`config.mk`:
```
export PLATFORM = sky130hd
export DESIGN_NAME = psr_ctrl
export DESIGN_NICKNAME = d
export VERILOG_FILES = /design/src/rtl/psr_ctrl.sv
export SDC_FILE = /design/constraint.sdc
export NUM_CORES = 1
export LEC_CHECK = 0
export ABC_AREA = 1
export CAP_MARGIN = 0
export CELL_PAD_IN_SITES_DETAIL_PLACEMENT = 0
export CELL_PAD_IN_SITES_GLOBAL_PLACEMENT = 2
export CORE_MARGIN = 2
export CORE_UTILIZATION = 24
export DETAILED_ROUTE_END_ITERATION = 8
export PLACE_DENSITY = 0.74
export RECOVER_POWER = 100
export SLEW_MARGIN = 20
export SYNTH_ARGS = -nofsm -noshare
export SYNTH_HDL_FRONTEND = slang
export SYNTH_SLANG_ARGS = --single-unit
export TNS_END_PERCENT = 20
```
`constraint.sdc`:
```
create_clock -name clk -period 1.6 [get_ports clk]
set_clock_uncertainty 0.2 [all_clocks]
set_input_delay 0.32 -clock clk [delete_from_list [all_inputs] [get_ports clk]]
set_output_delay 0.32 -clock clk [all_outputs]
set_load 0.05 [all_outputs]
```
`src/rtl/psr_ctrl.sv`:
```
// Sequencer for the pipeline stage register chain: alternates load-left / shift-right strobes
// and handles hazard stalls, taken-branch flushes and Ri reloads. All outputs are registered.
module psr_ctrl #(
   parameter int unsigned NSTAGE    = 4,
   parameter int unsigned BR_STAGE  = 2,
   parameter int unsigned STALL_MAX = 15
) (
   input  logic              clk,
   input  logic              clr,
   input  logic              run,
   input  logic              hazard,
   input  logic              branch_taken,
   input  logic              multi,
   output logic [NSTAGE-1:0] c_left,
   output logic [NSTAGE-1:0] c_right,
   output logic              ld_ri,
   output logic [NSTAGE-1:0] flush_n,
   output logic [3:0]        stall_cnt,
   output logic              stall_err,
   output logic              busy
);

   typedef enum logic [2:0] {
      StIdle,
      StLoad,
      StShift,
      StStall,
      StRi,
      StFlush
   } state_e;

   localparam logic [3:0] StallMax = 4'(STALL_MAX);

   // Stages upstream of the branch-resolving stage are cleared on a flush.
   function automatic logic [NSTAGE-1:0] flush_mask();
      logic [NSTAGE-1:0] m;
      for (int unsigned i = 0; i < NSTAGE; i++) begin
         m[i] = (i >= BR_STAGE);
      end
      return m;
   endfunction

   localparam logic [NSTAGE-1:0] FlushMask = flush_mask();

   state_e            state_q, state_d;
   logic [3:0]        stall_cnt_q, stall_cnt_d;
   logic              stall_err_q, stall_err_d;
   logic [NSTAGE-1:0] c_left_q, c_left_d;
   logic [NSTAGE-1:0] c_right_q, c_right_d;
   logic [NSTAGE-1:0] flush_n_q, flush_n_d;
   logic              ld_ri_q, ld_ri_d;
   logic              busy_q, busy_d;

   always_comb begin
      state_d     = state_q;
      stall_cnt_d = stall_cnt_q;
      stall_err_d = stall_err_q;
      unique case (state_q)
         StIdle: begin
            if (run) state_d = StLoad;
         end
         StLoad: begin
            state_d = StShift;
         end
         StShift: begin
            if (branch_taken) begin
               state_d = StFlush;
            end else if (!run) begin
               state_d = StIdle;
            end else if (hazard) begin
               state_d     = StStall;
               stall_cnt_d = 4'd1;
            end else if (multi) begin
               state_d = StRi;
            end else begin
               state_d = StLoad;
            end
         end
         StStall: begin
            if (!hazard) begin
               state_d     = StLoad;
               stall_cnt_d = 4'd0;
            end else if (stall_cnt_q >= StallMax) begin
               state_d     = StFlush;
               stall_err_d = 1'b1;
               stall_cnt_d = 4'd0;
            end else begin
               stall_cnt_d = (stall_cnt_q == 4'hF) ? 4'hF : stall_cnt_q + 4'd1;
            end
         end
         StRi: begin
            state_d = StShift;
         end
         StFlush: begin
            state_d = run ? StLoad : StIdle;
         end
         default: begin
            state_d = StIdle;
         end
      endcase
   end

   // Outputs are decoded from the state being entered so they line up with state_q.
   always_comb begin
      c_left_d  = '0;
      c_right_d = '0;
      ld_ri_d   = 1'b0;
      flush_n_d = '1;
      busy_d    = (state_d != StIdle);
      unique case (state_d)
         StLoad:  c_left_d  = '1;
         StShift: c_right_d = '1;
         StRi:    ld_ri_d   = 1'b1;
         StFlush: flush_n_d = FlushMask;
         default: ;
      endcase
   end

   always_ff @(posedge clk or negedge clr) begin
      if (!clr) begin
         state_q     <= StIdle;
         stall_cnt_q <= 4'd0;
         stall_err_q <= 1'b0;
         c_left_q    <= '0;
         c_right_q   <= '0;
         ld_ri_q     <= 1'b0;
         flush_n_q   <= '0;
         busy_q      <= 1'b0;
      end else begin
         state_q     <= state_d;
         stall_cnt_q <= stall_cnt_d;
         stall_err_q <= stall_err_d;
         c_left_q    <= c_left_d;
         c_right_q   <= c_right_d;
         ld_ri_q     <= ld_ri_d;
         flush_n_q   <= flush_n_d;
         busy_q      <= busy_d;
      end
   end

   assign c_left    = c_left_q;
   assign c_right   = c_right_q;
   assign ld_ri     = ld_ri_q;
   assign flush_n   = flush_n_q;
   assign stall_cnt = stall_cnt_q;
   assign stall_err = stall_err_q;
   assign busy      = busy_q;

endmodule

```
==> metrics.md <==
| Metric | Value |
|---|---|
| Setup CP Type | flop to output port |
| Synth top area share | 0.4598 |
| Routed vias | roughly 660 |
| Clock power share | 0.106 |
| Total power | about 0.0025 W |
| Largest net degree at the start of global routing | 15 |
| Max-Slew Margin vs Limit | 0.4831 |
| Max Slew Vio Count | 0 |
| Crit share post-route | 0.9716 |
| Total grt overflow | 0 |
| Max_cap viols | 0 |
| 1st-iter DRT viols | 29 |
| Peak VDD IR | around 0.76 mV |
| Final Instance Area | ~0.0012 mm² |
| Filler cells | 322 |
| Yosys reg bits | 14 |
| Storage element area | about 350 µm² |
| Crit path launch type | flop |
| Most common library cells after synthesis | nand2_1, dfrtp_1, inv_1, nand3_1, buf_4 |
| P_int | approximately 0.0013 W |
| Worst min path class | flop to flop |
| Routed len/inst | approximately 9.9 µm |
| Drt first pass iters | 4 |
| Net Sw Power | roughly 0.0012 W |
| Initial antenna violation count | 0 |
| Row cnt | 20 |
| Dpl cell area | 0.001257 mm² |
| Worst path slowest cell | dfrtp_1 |
| CP Cell Sequence | buf_12 |
| Sw Share | 0.4871 |
| Yosys cell types | 18 |
| Worst path max stage delay | roughly 0.57 ns |
| Post-synthesis sequential area ratio | 0.4598 |
| Vias in the first global route | about 650 |
| CTS Buffer Depth | 2 |
| Antenna-violating nets left | 0 |
| Number of I/O pins | 25 |
| Syn Std Cell Area | around 760 µm² |
| Post-synth EDFFs | 0 |
| Crit path buffers/inverters | 1 |
| YS warnings | 0 |
| Via density | 3.899 |
| Worst skew pair latency | about 0.28 ns |
| Tmin final | 1.555 ns |
| Share of synthesized registers carrying an async set or reset | 1.000 |
| Setup bufs post-CTS | 0 |
| GRT Overall Usage | 0.1015 |
| Worst-margin pin slew | between 0.7 and 0.8 ns |
| Final setup violating endpoints | 0 |
| Share of layout cells above drive strength 1 | 0.3680 |
| Clock tree root buffer cell | clkbuf_4 |
| Top cells by area, synth | dfrtp_1, nand2_1, buf_4 |
| TritonCTS Buffers | 3 |
| ANT cells | 0 |
| Endpoints failing hold | 0 |
| CTS clk-pin slew, worst paths | 0.09 ns |
| Starting Density | 0.2517 |
| Sinks on the clock net | 14 |
| CP delay by family, top | flip-flops |
| IO buf count | 24 |
| Core Area | about 0.003 mm² |
| Comb pwr share | 0.639 |
| Top-count cell post-synth | nand2_1 |
| Die X | ~60 µm |
| DRC Markers | 0 |
| Area leader, netlist | dfrtp_1 |
| Nets | ~130 |
| Ys flop type | dfrtp_1 |
| Req. time, crit path | roughly 1.1 ns |
| Status | completed |
| First-pass GRT wire length | 2760 µm |
| CP endpoint kind | output port |
| CTS tree | built |
| WP data arrival | between 1 and 1.5 ns |
| Post-detail-place hpwl | between 1000 and 1500 µm |
| Gate Count Post-Synth | 96 |
| Seq pwr share | 0.256 |
| Leak | a little under 0.6 nW |
| Area growth, synth to finish | 55.34% |
| Syn Area/Cell | slightly below 8 µm² |
| Worst-path maximum fanout | 4 |
| Global placement routability congestion | 0.7995 |
| Die area | 0.003642 mm² |
| FMAX | between 600 and 700 MHz |
| Post-synthesis net count | around 100 |
| CTS H-tree depth | 1 |
| PD cells | between 2000 and 2500 mW/mm² |
| Die H | between 60 and 70 µm |
| Multi-input gate area | 315.3 µm² |
| Routed wire length | 1676 µm |
what timing repair did:
action / CTS / global route
resized for setup: 0 / 2
hold buffers: 0 / 0
setup endpoints to repair: 0 / 7
hold endpoints to repair: 0 / 0
layer usage:
layer | GRT usage | vias up | share of wire | wire [µm]
met5 | 0 | - | 0 | 0
met1 | 0.1238 | 292 | 0.45 | 747
met2 | 0.1817 | 14 | 0.50 | 833
met4 | 0.01905 | 0 | 0 | 0
met3 | 0.02559 | 0 | 0.057 | 95
li1 | - | 353 | - | -
cell type report:
cell class | instances | area share
Tap cell | 44 | 0.04651
Multi-Input combinational cell | 63 | 0.2664
Sequential cell | 14 | 0.2992
Clock buffer | 4 | 0.03066
Timing Repair Buffer | 33 | 0.3224
Inverter | 11 | 0.03488
final timing paths:
kind                                     end  depth (start not counted)          from  slack, ns
worst max-delay path              c_right[3]                          1    c_right[2]       0.05
max in group asynchronous         state_q[1]                          2           clr       0.25
min in group asynchronous       stall_cnt[2]                          2           clr       0.42
worst min register to register     stall_err                          2     stall_err       0.29
worst min-delay path               stall_err                          2     stall_err       0.29
worst max register to register         ld_ri                          7  stall_cnt[0]       0.13
worst min-delay path: cells and delay by family (launching register included):
family	cells	cell delay [ns]
simple gates	1	0.05
flops	1	0.37
buf+inv	1	0.04
sequential cells by signal, summed over array words and instances (netlist names):
signal / flops
flush_n: 2
stall_cnt: 4
stall_err: 1
c_left: 1
c_right: 1
state_q: 3
ld_ri: 1
busy: 1
stage by stage:
stage	TNS, ns	setup slack, ns	std cells	util	hold WS, ns
floorplan	0	0.009752	96	-	-0.1756
global placement	-0.7173	-0.1487	165	0.4153	0.3292
detailed placement	-0.7130	-0.1612	165	0.4153	0.3246
CTS	0	0.02977	169	0.4273	0.1419
global route	-0.008877	-0.008877	169	0.3909	0.3298
finish	0	0.04536	169	0.3909	0.2890
kinds of logic (layout without fill, tap and decap cells):
kind of cell	count (synthesis)	in the layout	synth area share
AOI/OAI and AO/OA	6	6	0.03941
adders and majority gates	1	1	0.01642
buffers and inverters	19	48	0.1330
DFF	14	14	0.4598
other	1	1	0.004921
and+or+nand+nor	55	55	0.3465
power by group through the flow:
stage	clock network (W)	registers (W)	logic (W)
floorplan	0	0.000867	0.000713
global placement	0	0.000650	0.00169
detailed placement	0	0.000653	0.00169
CTS	0.000273	0.000646	0.00170
global route	0.000290	0.000655	0.00170
finish	0.000262	0.000633	0.00158
placed cells by master (no fill, tap or decap), types with 3 or more instances in the layout:
cell              n
buf_12           12
buf_4             5
clkbuf_2         10
clkbuf_4          3
clkdlybuf4s50_1   4
dfrtp_1          11
dfrtp_2           3
inv_1             9
nand2_1          31
nand3_1           8
nor2_1            4
nor2_2            3
o21ai_0           4
(Power assumes the default switching activity.)
